### src/rtl/puf_pkg.sv
`default_nettype none
// +--------------------------------------------------------------------------+
// | puf_pkg : shared types and default parameters for the PUF response path  |
// | rev 1.0                                                                  |
// +--------------------------------------------------------------------------+
package puf_pkg;

  localparam int PUF_N_BITS  = 8;
  localparam int PUF_SEL_W   = 4;
  localparam int PUF_SETTLE  = 4;
  localparam int PUF_TIMEOUT = 255;

  typedef enum logic [2:0] {
    PUF_ST_IDLE    = 3'd0,
    PUF_ST_CLEAR   = 3'd1,
    PUF_ST_SETTLE  = 3'd2,
    PUF_ST_RACE    = 3'd3,
    PUF_ST_CAPTURE = 3'd4,
    PUF_ST_DONE    = 3'd5
  } puf_seq_state_t;

  function automatic int puf_max(input int a, input int b);
    return (a > b) ? a : b;
  endfunction

endpackage
`default_nettype wire

### src/rtl/puf_timer.sv
`default_nettype none
// +--------------------------------------------------------------------------+
// | puf_timer : loadable up/down counter with terminal-count compare         |
// | rev 1.0                                                                  |
// +--------------------------------------------------------------------------+
module puf_timer #(
  parameter int W = 8
) (
  input  logic         clk,
  input  logic         rst_n,
  input  logic         load,
  input  logic [W-1:0] load_val,
  input  logic         en,
  input  logic         up,
  input  logic [W-1:0] term_val,
  output logic         tc
);

  logic [W-1:0] r_count;

  always_ff @(posedge clk or negedge rst_n) begin
    if (!rst_n) begin
      r_count <= '0;
    end else if (load) begin
      r_count <= load_val;
    end else if (en) begin
      r_count <= up ? (r_count + W'(1)) : (r_count - W'(1));
    end
  end

  assign tc = (r_count == term_val);

endmodule
`default_nettype wire

### src/rtl/puf_sequencer.sv
`default_nettype none
// +--------------------------------------------------------------------------+
// | puf_sequencer : challenge -> RO pair race sequencing -> N-bit response   |
// | rev 1.0                                                                  |
// +--------------------------------------------------------------------------+
module puf_sequencer
  import puf_pkg::*;
#(
  parameter int N_BITS  = PUF_N_BITS,
  parameter int SEL_W   = PUF_SEL_W,
  parameter int SETTLE  = PUF_SETTLE,
  parameter int TIMEOUT = PUF_TIMEOUT
) (
  input  logic              clk,
  input  logic              rst_n,
  input  logic              start,
  input  logic [SEL_W-1:0]  challenge,
  input  logic              arb_resp,
  input  logic              arb_finish,
  output logic [SEL_W-1:0]  pair_sel,
  output logic              ro_en,
  output logic              arb_rst,
  output logic              busy,
  output logic [N_BITS-1:0] response,
  output logic              valid,
  output logic              timeout_err
);

  localparam int IDX_W = (N_BITS > 1) ? $clog2(N_BITS) : 1;
  localparam int TMR_W = puf_max($clog2(TIMEOUT + 1), $clog2(SETTLE + 1));

  localparam logic [2:0] S_IDLE    = PUF_ST_IDLE;
  localparam logic [2:0] S_CLEAR   = PUF_ST_CLEAR;
  localparam logic [2:0] S_SETTLE  = PUF_ST_SETTLE;
  localparam logic [2:0] S_RACE    = PUF_ST_RACE;
  localparam logic [2:0] S_CAPTURE = PUF_ST_CAPTURE;
  localparam logic [2:0] S_DONE    = PUF_ST_DONE;

  logic [2:0]        r_state;
  logic [SEL_W-1:0]  r_chal;
  logic [IDX_W-1:0]  r_idx;
  logic [SEL_W-1:0]  r_pair_sel;
  logic              r_ro_en;
  logic              r_arb_rst;
  logic              r_busy;
  logic [N_BITS-1:0] r_response;
  logic              r_valid;
  logic              r_timeout_err;

  logic [IDX_W-1:0]  w_idx_inc;
  logic [SEL_W-1:0]  w_sel_next;
  logic              w_last_bit;
  logic              w_tmr_load;
  logic [TMR_W-1:0]  w_tmr_load_val;
  logic              w_tmr_en;
  logic              w_tmr_up;
  logic [TMR_W-1:0]  w_tmr_term;
  logic              w_tmr_tc;

  assign w_idx_inc  = r_idx + IDX_W'(1);
  // Pair index wraps naturally by truncating the bit index to the select width
  assign w_sel_next = r_chal ^ SEL_W'(w_idx_inc);
  assign w_last_bit = (r_idx == IDX_W'(N_BITS - 1));

  // SETTLE counts down to 1; RACE counts up from 1 so the count equals cycles spent
  always_comb begin
    w_tmr_load     = 1'b0;
    w_tmr_load_val = '0;
    w_tmr_en       = 1'b0;
    w_tmr_up       = 1'b0;
    w_tmr_term     = TMR_W'(1);
    case (r_state)
      S_CLEAR: begin
        w_tmr_load     = 1'b1;
        w_tmr_load_val = TMR_W'(SETTLE);
      end
      S_SETTLE: begin
        if (w_tmr_tc) begin
          w_tmr_load     = 1'b1;
          w_tmr_load_val = TMR_W'(1);
        end else begin
          w_tmr_en = 1'b1;
        end
      end
      S_RACE: begin
        w_tmr_en   = 1'b1;
        w_tmr_up   = 1'b1;
        w_tmr_term = TMR_W'(TIMEOUT);
      end
      default: begin
        w_tmr_load = 1'b0;
      end
    endcase
  end

  puf_timer #(
    .W (TMR_W)
  ) u_timer (
    .clk      (clk),
    .rst_n    (rst_n),
    .load     (w_tmr_load),
    .load_val (w_tmr_load_val),
    .en       (w_tmr_en),
    .up       (w_tmr_up),
    .term_val (w_tmr_term),
    .tc       (w_tmr_tc)
  );

  always_ff @(posedge clk or negedge rst_n) begin
    if (!rst_n) begin
      r_state       <= S_IDLE;
      r_chal        <= '0;
      r_idx         <= '0;
      r_pair_sel    <= '0;
      r_ro_en       <= 1'b0;
      r_arb_rst     <= 1'b1;
      r_busy        <= 1'b0;
      r_response    <= '0;
      r_valid       <= 1'b0;
      r_timeout_err <= 1'b0;
    end else begin
      r_valid <= 1'b0;
      case (r_state)
        S_IDLE: begin
          if (start) begin
            r_chal        <= challenge;
            r_idx         <= '0;
            r_pair_sel    <= challenge;
            r_timeout_err <= 1'b0;
            r_response    <= '0;
            r_busy        <= 1'b1;
            r_arb_rst     <= 1'b1;
            r_state       <= S_CLEAR;
          end
        end
        S_CLEAR: begin
          r_arb_rst <= 1'b0;
          r_state   <= S_SETTLE;
        end
        S_SETTLE: begin
          if (w_tmr_tc) begin
            r_ro_en <= 1'b1;
            r_state <= S_RACE;
          end
        end
        S_RACE: begin
          // A finish seen on the timeout cycle still counts as a real result
          if (arb_finish) begin
            r_response[r_idx] <= arb_resp;
            r_ro_en           <= 1'b0;
            r_state           <= S_CAPTURE;
          end else if (w_tmr_tc) begin
            r_response[r_idx] <= 1'b0;
            r_timeout_err     <= 1'b1;
            r_ro_en           <= 1'b0;
            r_state           <= S_CAPTURE;
          end
        end
        S_CAPTURE: begin
          r_arb_rst <= 1'b1;
          if (w_last_bit) begin
            r_valid <= 1'b1;
            r_state <= S_DONE;
          end else begin
            r_idx      <= w_idx_inc;
            r_pair_sel <= w_sel_next;
            r_state    <= S_CLEAR;
          end
        end
        S_DONE: begin
          r_busy  <= 1'b0;
          r_state <= S_IDLE;
        end
        default: begin
          r_ro_en   <= 1'b0;
          r_arb_rst <= 1'b1;
          r_busy    <= 1'b0;
          r_state   <= S_IDLE;
        end
      endcase
    end
  end

  assign pair_sel    = r_pair_sel;
  assign ro_en       = r_ro_en;
  assign arb_rst     = r_arb_rst;
  assign busy        = r_busy;
  assign response    = r_response;
  assign valid       = r_valid;
  assign timeout_err = r_timeout_err;

endmodule
`default_nettype wire

### config.mk
export PLATFORM = sky130hd
export DESIGN_NAME = puf_sequencer
export DESIGN_NICKNAME = d
export VERILOG_FILES = /design/src/rtl/puf_pkg.sv /design/src/rtl/puf_timer.sv /design/src/rtl/puf_sequencer.sv
export SDC_FILE = /design/constraint.sdc
export NUM_CORES = 1
export LEC_CHECK = 0
export CORE_MARGIN = 1
export CORE_UTILIZATION = 55
export CTS_BUF_LIST = sky130_fd_sc_hd__clkbuf_8 sky130_fd_sc_hd__clkbuf_16
export CTS_CLUSTER_SIZE = 12
export DETAILED_ROUTE_END_ITERATION = 12
export MAX_ROUTING_LAYER = met4
export PLACE_DENSITY_LB_ADDON = 0.15
export SETUP_SLACK_MARGIN = 0.1
export SYNTH_ARGS = -nofsm -noshare
export SYNTH_HDL_FRONTEND = slang
export SYNTH_HIERARCHICAL = 1
export SYNTH_SLANG_ARGS = --single-unit
### constraint.sdc
create_clock -name clk -period 5.5 [get_ports clk]
set_input_delay 1.1 -clock clk [delete_from_list [all_inputs] [get_ports clk]]
set_output_delay 1.1 -clock clk [all_outputs]
set_load 0.1 [all_outputs]
* Word-level counts from Yosys, hierarchy flattened *
Cells that the tools add are included.

storage, ports and cells
  memories = 0
  bits in read-only memories = 0
  bits in writable memories = 0
  bits in latches = 0
  logic and storage cells = 93
  flip-flop bits (word level) = 35

cells by class
  equal/unequal tests = 13
  reduce and logical (&&, ||, !) cells = 16
  multipliers = 0
  order comparisons = 2
  muxes and demuxes = 42
  add/sub/neg operators = 3
  shift-type cells = 0
  divide/modulo/power cells = 0
  bitwise operators = 6

operators by type and width
  operator                                                                       number
  8-bit two-way mux                                                              7
  3-bit two-way mux                                                              7
  8-bit one-hot mux with 2 select lines                                          1
  3-bit one-hot mux with 5 select lines                                          1
  1-bit two-way mux                                                              13
  3-bit one-hot mux with 2 select lines                                          2
  3-bit AND reduction                                                            4
  3-bit == test (second input constant)                                          3
  8-bit by 1-bit adder with 8-bit output (second input constant)                 1
  8-bit AND                                                                      1
  8-bit bitwise mux                                                              1
  8-bit == test                                                                  1
  4-bit two-way mux                                                              2
  8-bit inverter                                                                 1
  1-bit one-hot mux with 2 select lines                                          4
  4-bit one-hot mux with 2 select lines                                          1
  4-bit OR reduction                                                             2
  8-bit by 1-bit subtractor with 8-bit output (second input constant)            1
  3-bit by 2-bit == test with 1-bit output (second input constant)               2
  2-bit inequality test (second input constant)                                  3
  1-bit one-hot mux with 3 select lines                                          2
  2-bit AND reduction                                                            3
  2-bit nonzero test                                                             3
  3-bit by 4-bit less-than comparator with 1-bit output (second input constant)  1
  12 further kinds                                                               15

* Depth between registers and ports, before layout *
Gate-level depths: netlist (run 1).

  depth after elaboration = 9
  gate-level depth with buffers = 12
  gate-level depth less buffers = 10

* Cells and area by module *
Netlist (run 1), hierarchy kept.

by module, submodules not included
  module         area each (um^2)  cells each  seq. area each (um^2)  instances
  puf_sequencer  1448.9            145         676.9                  1
  puf_timer      755.7             86          200.2                  1

* Worst setup path after synthesis (run 1) *
No wires, ideal clock.

  kind = reg-to-reg
  start point = register r_state[2]
  end point = register u_timer.r_count[7]
  library setup time = 95 ps
  period minus slack after synthesis = 2844 ps
  data arrival time = 2748 ps
  setup slack = 2656 ps
  cell stages (with the launch flop) = 11
  path through = dfrtp_1 -> buf_4 -> and3b_1 -> buf_2 -> inv_1 -> ha_1 -> o21ai_0 -> or3_1 -> and4_4 -> o31a_1 -> o31ai_1

RTL lines
  what                                      RTL line              text
  start, declared                           puf_sequencer.sv:39   logic [2:0] r_state;
  start signal, assigned                    puf_sequencer.sv:111  r_state <= S_IDLE;
  start signal, assigned                    puf_sequencer.sv:133  r_state <= S_CLEAR;
  start signal, assigned                    puf_sequencer.sv:138  r_state <= S_SETTLE;
  3-bit by 2-bit == test with 1-bit output  puf_sequencer.sv:72   case (r_state)
  1-bit two-way mux                         puf_sequencer.sv:72
  via w_tmr_up                              puf_sequencer.sv:56   logic w_tmr_up;
  8-bit two-way mux                         puf_timer.sv:27       r_count <= up ? (r_count + W'(1)) : (r_count - W'(1));
  8-bit two-way mux                         puf_timer.sv:26       end else if (en) begin
  8-bit two-way mux                         puf_timer.sv:24       end else if (load) begin
  end signal, assigned                      puf_timer.sv:25       r_count <= load_val;
  end signal, assigned                      puf_timer.sv:27
  end, declared                             puf_timer.sv:19       logic [W-1:0] r_count;

The timed path passes the listed nets, and every way through them passes these cells. The select of a mux whose other input is x is not followed.
A chain may end at the register's enable or synchronous reset.

* Final worst setup path (run 1) *
  start point = register r_state[1]
  end point = register u_timer.r_count[7]

between the ends
  word-level cells in the longest chain between the ends = 6

RTL lines
  what                                                     RTL line             text
  3-bit by 2-bit == test with 1-bit output                 puf_sequencer.sv:72
  8-bit two-way mux                                        puf_sequencer.sv:72
  8-bit == test                                            puf_timer.sv:31      assign tc = (r_count == term_val);
  1-bit two-way mux                                        puf_sequencer.sv:78  if (w_tmr_tc) begin
  1-bit one-hot mux with 2 select lines                    puf_sequencer.sv:72
  8-bit two-way mux or 2-bit nonzero test (tied branches)  -

Several ways; a longest one is shown, not always the timed one. The select of a mux whose other input is x is not followed.

==> results.py, run 1 <==
metrics = {
    "logic_synthesis": {
        "synth-async-reset-ratio": 1.00,
        "ys_seq_elements": 35,
        "ys_warn_count": 6,
        "synth_edf_count": 0,
        "ys_seq_area_frac": 0.398,
        "syn-cell-area_mm2": 0.00220,
        "avgSynthCellArea_um2": 9.54,
        "synth_cell_types": 51,
        "synth_top_flop_cell": "dfrtp_1",
        "postSynthCellCount": 231,
    },
    "placed_design": {
        "pre_cts_slack_ps": 1910,
        "dp_cells": 301,
        "numPortBuffers": 25,
        "hpwl_um": 3110,
        "gp_congestion": 0.943,
    },
    "floorplanning": {
        "die_h_um": 65.3,
        "ios": 26,
        "start_util": 0.589,
        "die_area_mm2": 0.00427,
        "fp.coreArea_mm2": 0.00374,
        "fp.dieW_um": 65.3,
        "fp-row-count": 22,
    },
    "finish": {
        "drive_gt1_frac": 0.104,
        "ff_latch_area_um2": 877,
        "finalNonFillerCells": 308,
        "final_cell_mix": "34 x dfrtp_1, 27 x nand2_1, 25 x clkdlybuf4s50_1",
        "multi_input_area_mm2": 0.00124,
        "fillers": 305,
        "area_delta_synth_final_pct": 17.3,
        "nNetsFinal": 278,
        "final_common_cell": "dfrtp_1",
        "diodes": 0,
        "final_util": 0.691,
    },
    "clocking": {
        "hold_buffers": 0,
        "h-tree-depth": 2,
        "postCtsSetupBuffers": 0,
        "cts_buffers": 5,
        "cts_buffer_depth": 2,
        "cts_tree": "built",
        "cts.reportedPaths.clkPinSlew_ps": 70,
        "root_buffer": "clkbuf_8",
        "cts.sinks": 35,
        "clkLatencyLatePin_ps": 280,
        "post_cts_resized": 0,
    },
    "drt": {
        "dr.pass1.iters": 4,
        "route.final.wire_length_um": 4360,
        "wl_per_cell_um": 14.1,
        "num_vias": 1783,
        "antenna_left": 0,
        "via_per_inst": 5.79,
        "drc": 0,
        "first_iter_violations": 138,
    },
    "sta": {
        "final.period_utilization": 0.658,
        "finClkSkew_ps": 9.10,
        "rsz0062_at_grt": "false",
        "finalSetupViolations": 0,
        "tns_ps": 0,
        "max_freq_mhz": 276,
        "hold_viol": 0,
        "worstMarginPinSlew_ps": 966,
        "max_slew_margin": 0.354,
        "period_needed_ps": 3620,
        "timing.final.ws_setup_ps": 1880,
        "slew_violations": 0,
    },
    "worst_setup_path": {
        "r2r_setup_slack_ps": 1880,
        "path_buf_inv": 1,
        "crit_slowest_cell": "and3b_1",
        "arrival_ps": 3820,
        "path_max_fanout": 22,
        "cp_cell_sequence": "and3b_1 > inv_1 > ha_1 > o21ai_0 > or3_1 > and4_4 > o31a_1 > o31ai_1",
        "start_kind": "flop",
        "cp_data_required_time_ps": 5700,
        "regToRegStartpoint": "r_state[1]",
        "crit_path_max_incr_delay_ps": 790,
        "path_class": "reg -> reg",
        "reg2reg_to": "u_timer/r_count[7]",
        "critPathCaptureType": "flop",
        "reg2regPathDepth": 8,
        "cp_top_family": "simple AND/OR/NAND/NOR gates",
    },
    "worst_hold_path": {
        "hold_end": "r_chal[3]",
        "whs_path_depth": 2,
        "hold_path.class": "reg -> reg",
        "worstHoldStart": "r_chal[3]",
    },
    "grt": {
        "grt_usage": 0.241,
        "grt_pass1_vias": 1627,
        "grt_max_degree": 36,
        "grt_pass1_wl_um": 7600,
        "grt-ovfl-total": 0,
        "antenna_found_initial": 0,
    },
    "run_status": {
        "status": "complete, no violations",
    },
    "flow_run": {
        "drv_cap": 0,
    },
}
==> Yosys cell counts (all sizes together) (2+ instances only) <==
cell type  number  share of area
dfrtp          34           0.39
nand2          27          0.046
o21ai          16          0.036
inv            15          0.026
nor2           11          0.019
xnor2          11          0.044
mux2           10          0.051
a21oi           9          0.022
o211ai          9          0.031
ha              8          0.045
buf             6          0.016
nand2b          6          0.017
o221ai          6          0.024
nor2b           5          0.014
a211oi          4          0.014
clkbuf          4         0.0068
nor4b           4          0.022
o22ai           4          0.011
a21o            3          0.011
nand3           3         0.0068
nand4           3         0.0085
and3b           2         0.0079
conb            2         0.0034
nand4b          2         0.0079
nor3            2         0.0045
nor3b           2         0.0091
o21bai          2         0.0068
o311ai          2         0.0079
xor2            2         0.0079
==> flip-flops by register name (all words and copies together), names as in the netlist <==
register         cells
r_chal               4
arb_rst              1
timeout_err          1
r_idx                3
response             8
u_timer/r_count      8
r_state              3
pair_sel             4
ro_en                1
valid                1
busy                 1
==> worst max-delay path by stage <==
stage | to | from | depth (start not counted) | slack (ps)
floorplan | u_timer/r_count[7] | r_state[2] | 10 | 2660
global placement | u_timer/r_count[7] | r_state[1] | 8 | 1990
detailed placement | u_timer/r_count[7] | r_state[1] | 8 | 1910
CTS | u_timer/r_count[7] | r_state[1] | 8 | 1880
global route | u_timer/r_count[6] | r_state[1] | 9 | 1620
finish | u_timer/r_count[7] | r_state[1] | 8 | 1880
==> logic make-up (layout without fill, tap and decap cells) <==
kind of cell | count (synthesis) | count (layout) | share of synthesized area
other | 2 | 7 | 0.00341
XOR/XNOR | 13 | 13 | 0.0516
AO/OA/AOI/OAI | 62 | 62 | 0.200
flip-flops | 35 | 35 | 0.398
AND/OR/NAND/NOR | 74 | 74 | 0.189
adder cells (fa/ha/maj) | 9 | 9 | 0.0545
multiplexers | 11 | 11 | 0.0556
buffers and inverters | 25 | 49 | 0.0482
==> layout make-up <==
type,count,share of cell area
Clock inverter,1,0.00194
Tap cell,48,0.0232
Multi-Input combinational cell,176,0.479
Clock buffer,6,0.0319
Inverter,15,0.0218
Timing Repair Buffer,27,0.103
Sequential cell,35,0.339
==> through the flow <==
| stage | instance area [um2] | hold slack, ps |
|---|---|---|
| floorplan | 2220 | 440 |
| global placement | 2500 | 453 |
| detailed placement | 2500 | 464 |
| CTS | 2590 | 493 |
| global route | 2590 | 524 |
| finish | 2590 | 491 |
==> worst reg2reg max path, cell delays in order (launching register included) <==
cell,delay [ps]
dfrtp_1,700
and3b_1,790
inv_1,350
ha_1,470
o21ai_0,140
or3_1,390
and4_4,200
o31a_1,280
o31ai_1,210
==> routing by layer <==
| metal | routed length [um] | part of all wire | global-route usage | vias up |
|---|---|---|---|---|
| li1 | - | - | - | 888 |
| met1 | 2140 | 0.49 | 0.343 | 833 |
| met2 | 1920 | 0.44 | 0.330 | 58 |
| met3 | 240 | 0.055 | 0.0521 | 4 |
| met4 | 55 | 0.013 | 0.101 | 0 |
| met5 | 0 | 0 | - | - |
Power of run 1 is left out: the tool's default activity adds up to more than one toggle a clock period on the data nets, which glitch-free logic cannot reach.
==> inputs of run 2 (changes only) <==
--- a/config.mk
+++ b/config.mk
@@ -6,7 +6,7 @@
 export NUM_CORES = 1
 export LEC_CHECK = 0
 export CORE_MARGIN = 1
-export CORE_UTILIZATION = 55
+export CORE_UTILIZATION = 50
 export CTS_BUF_LIST = sky130_fd_sc_hd__clkbuf_8 sky130_fd_sc_hd__clkbuf_16
 export CTS_CLUSTER_SIZE = 12
 export DETAILED_ROUTE_END_ITERATION = 12
==> constraint.sdc (replaced) <==
create_clock -name clk -period 3.2 [get_ports clk]
set_input_delay 0.64 -clock clk [delete_from_list [all_inputs] [get_ports clk]]
set_output_delay 0.64 -clock clk [all_outputs]
set_load 0.1 [all_outputs]
==> results.py, run 2 (synthesis gave the netlist of run 1 again) <==
metrics = {
    "run_status": {
        "status": "complete, no violations",
    },
    "drt": {
        "route.final.wire_length_um": 4460,
        "drc": 0,
        "top_layer_used": "met4",
        "wl_per_cell_um": 14.0,
        "dr.pass1.iters": 4,
        "wl_met3_um": 147,
        "via_per_inst": 5.47,
        "first_iter_violations": 64,
        "antenna_left": 0,
        "num_vias": 1738,
        "drt-met1-wl_um": 2370,
        "wl_met2_um": 1890,
    },
    "sta": {
        "final.period_utilization": 0.840,
        "slew_violations": 0,
        "worstMarginPinSlew_ps": 992,
        "period_needed_ps": 2690,
        "max_slew_margin": 0.337,
        "tns_ps": 0,
        "hold_viol": 0,
        "finalSetupViolations": 0,
        "max_freq_mhz": 372,
        "rsz0062_at_grt": "false",
        "finClkSkew_ps": 6.58,
    },
    "grt": {
        "grt_pass1_wl_um": 7370,
        "grt_max_degree": 23,
        "grt-ovfl-total": 0,
        "grt_usage": 0.223,
        "antenna_found_initial": 0,
        "grt_pass1_vias": 1576,
    },
    "worst_setup_path": {
        "start_kind": "flop",
        "path_max_fanout": 17,
        "crit_slowest_cell": "dfrtp_1",
        "crit_path_max_incr_delay_ps": 390,
        "arrival_ps": 2860,
        "path_buf_inv": 2,
        "cp_top_family": "simple AND/OR/NAND/NOR gates",
        "cp_cell_sequence": "and3b_1 > buf_4 > xnor2_1 > nand4_1 > nor2_1 > nand2b_1 > o22ai_1 > buf_4 > nor2_1 > a22o_1 > a211o_1",
        "cp_data_required_time_ps": 3370,
        "r2r_setup_slack_ps": 510,
        "critPathCaptureType": "flop",
        "path_class": "reg -> reg",
    },
    "finish": {
        "area_delta_synth_final_pct": 19.0,
        "final_cell_mix": "34 x dfrtp_1, 27 x nand2_1, 26 x buf_4",
        "final_common_cell": "dfrtp_1",
        "diodes": 0,
        "drive_gt1_frac": 0.194,
        "nNetsFinal": 285,
    },
    "placed_design": {
        "numPortBuffers": 25,
        "gp_congestion": 0.840,
        "hpwl_um": 3240,
    },
    "worst_hold_path": {
        "hold_path.class": "reg -> reg",
    },
    "flow_run": {
        "drv_cap": 0,
    },
    "floorplanning": {
        "die_area_mm2": 0.00468,
        "fp.coreArea_mm2": 0.00412,
        "start_util": 0.536,
        "fp.dieW_um": 68.4,
        "die_h_um": 68.4,
        "ios": 26,
        "fp-row-count": 23,
    },
    "clocking": {
        "hold_buffers": 0,
        "root_buffer": "clkbuf_8",
        "clkLatencyLatePin_ps": 290,
        "cts.reportedPaths.clkPinSlew_ps": 70,
        "cts.sinks": 35,
        "cts_buffer_depth": 2,
        "postCtsSetupBuffers": 0,
        "post_cts_resized": 0,
        "h-tree-depth": 2,
        "cts_tree": "built",
        "cts_buffers": 5,
    },
}
## run 2: cell types whose count changed in the layout (fill, tap and decap cells not counted)
cell	before	now
clkdlybuf4s50_1	25	8
buf_4	2	26
clkinv_4	0	1
bufinv_16	0	1
clkbuf_8	6	5
## run 2: stage by stage
step	setup slack, ps	utilization	cell area [um2]	std cells	hold slack (ps)
final	512	0.638	2620	318	492
after global routing	286	0.638	2620	318	528
after CTS	521	0.638	2620	318	492
after detailed placement	610	0.610	2510	310	475
after global placement	671	0.610	2510	310	459
after floorplan	356	-	2220	236	344
## run 2: layout make-up
class	count	area (um2)
timing repair buffer	34	275
fill	370	1490
inverter	15	56.3
tap	50	62.6
multi-input combinational	176	1240
sequential	35	877
clock buffer	5	68.8
clock inverter	3	43.8
## run 2: final timing paths
kind,start,to,cells past startpoint
min in group asynchronous,rst_n,u_timer/r_count[5],1
worst min register to register,r_chal[3],r_chal[3],2
worst max-delay path,r_state[2],u_timer/r_count[6],11
worst min-delay path,r_chal[3],r_chal[3],2
worst max register to register,r_state[2],u_timer/r_count[6],11
max in group asynchronous,rst_n,arb_rst,2
## run 2: metal layers
| layer | vias up | track usage |
|---|---|---|
| met5 | - | - |
| met4 | 0 | 0.0807 |
| met3 | 5 | 0.0433 |
| met2 | 29 | 0.313 |
| met1 | 798 | 0.314 |
| li1 | 906 | - |
## run 2: worst min-delay path, cell delays in order (launching register included)
cell and delay, ps:
dfrtp_1 350, nand2_1 60, nand2_1 60
Power of run 2 is left out for the same reason.
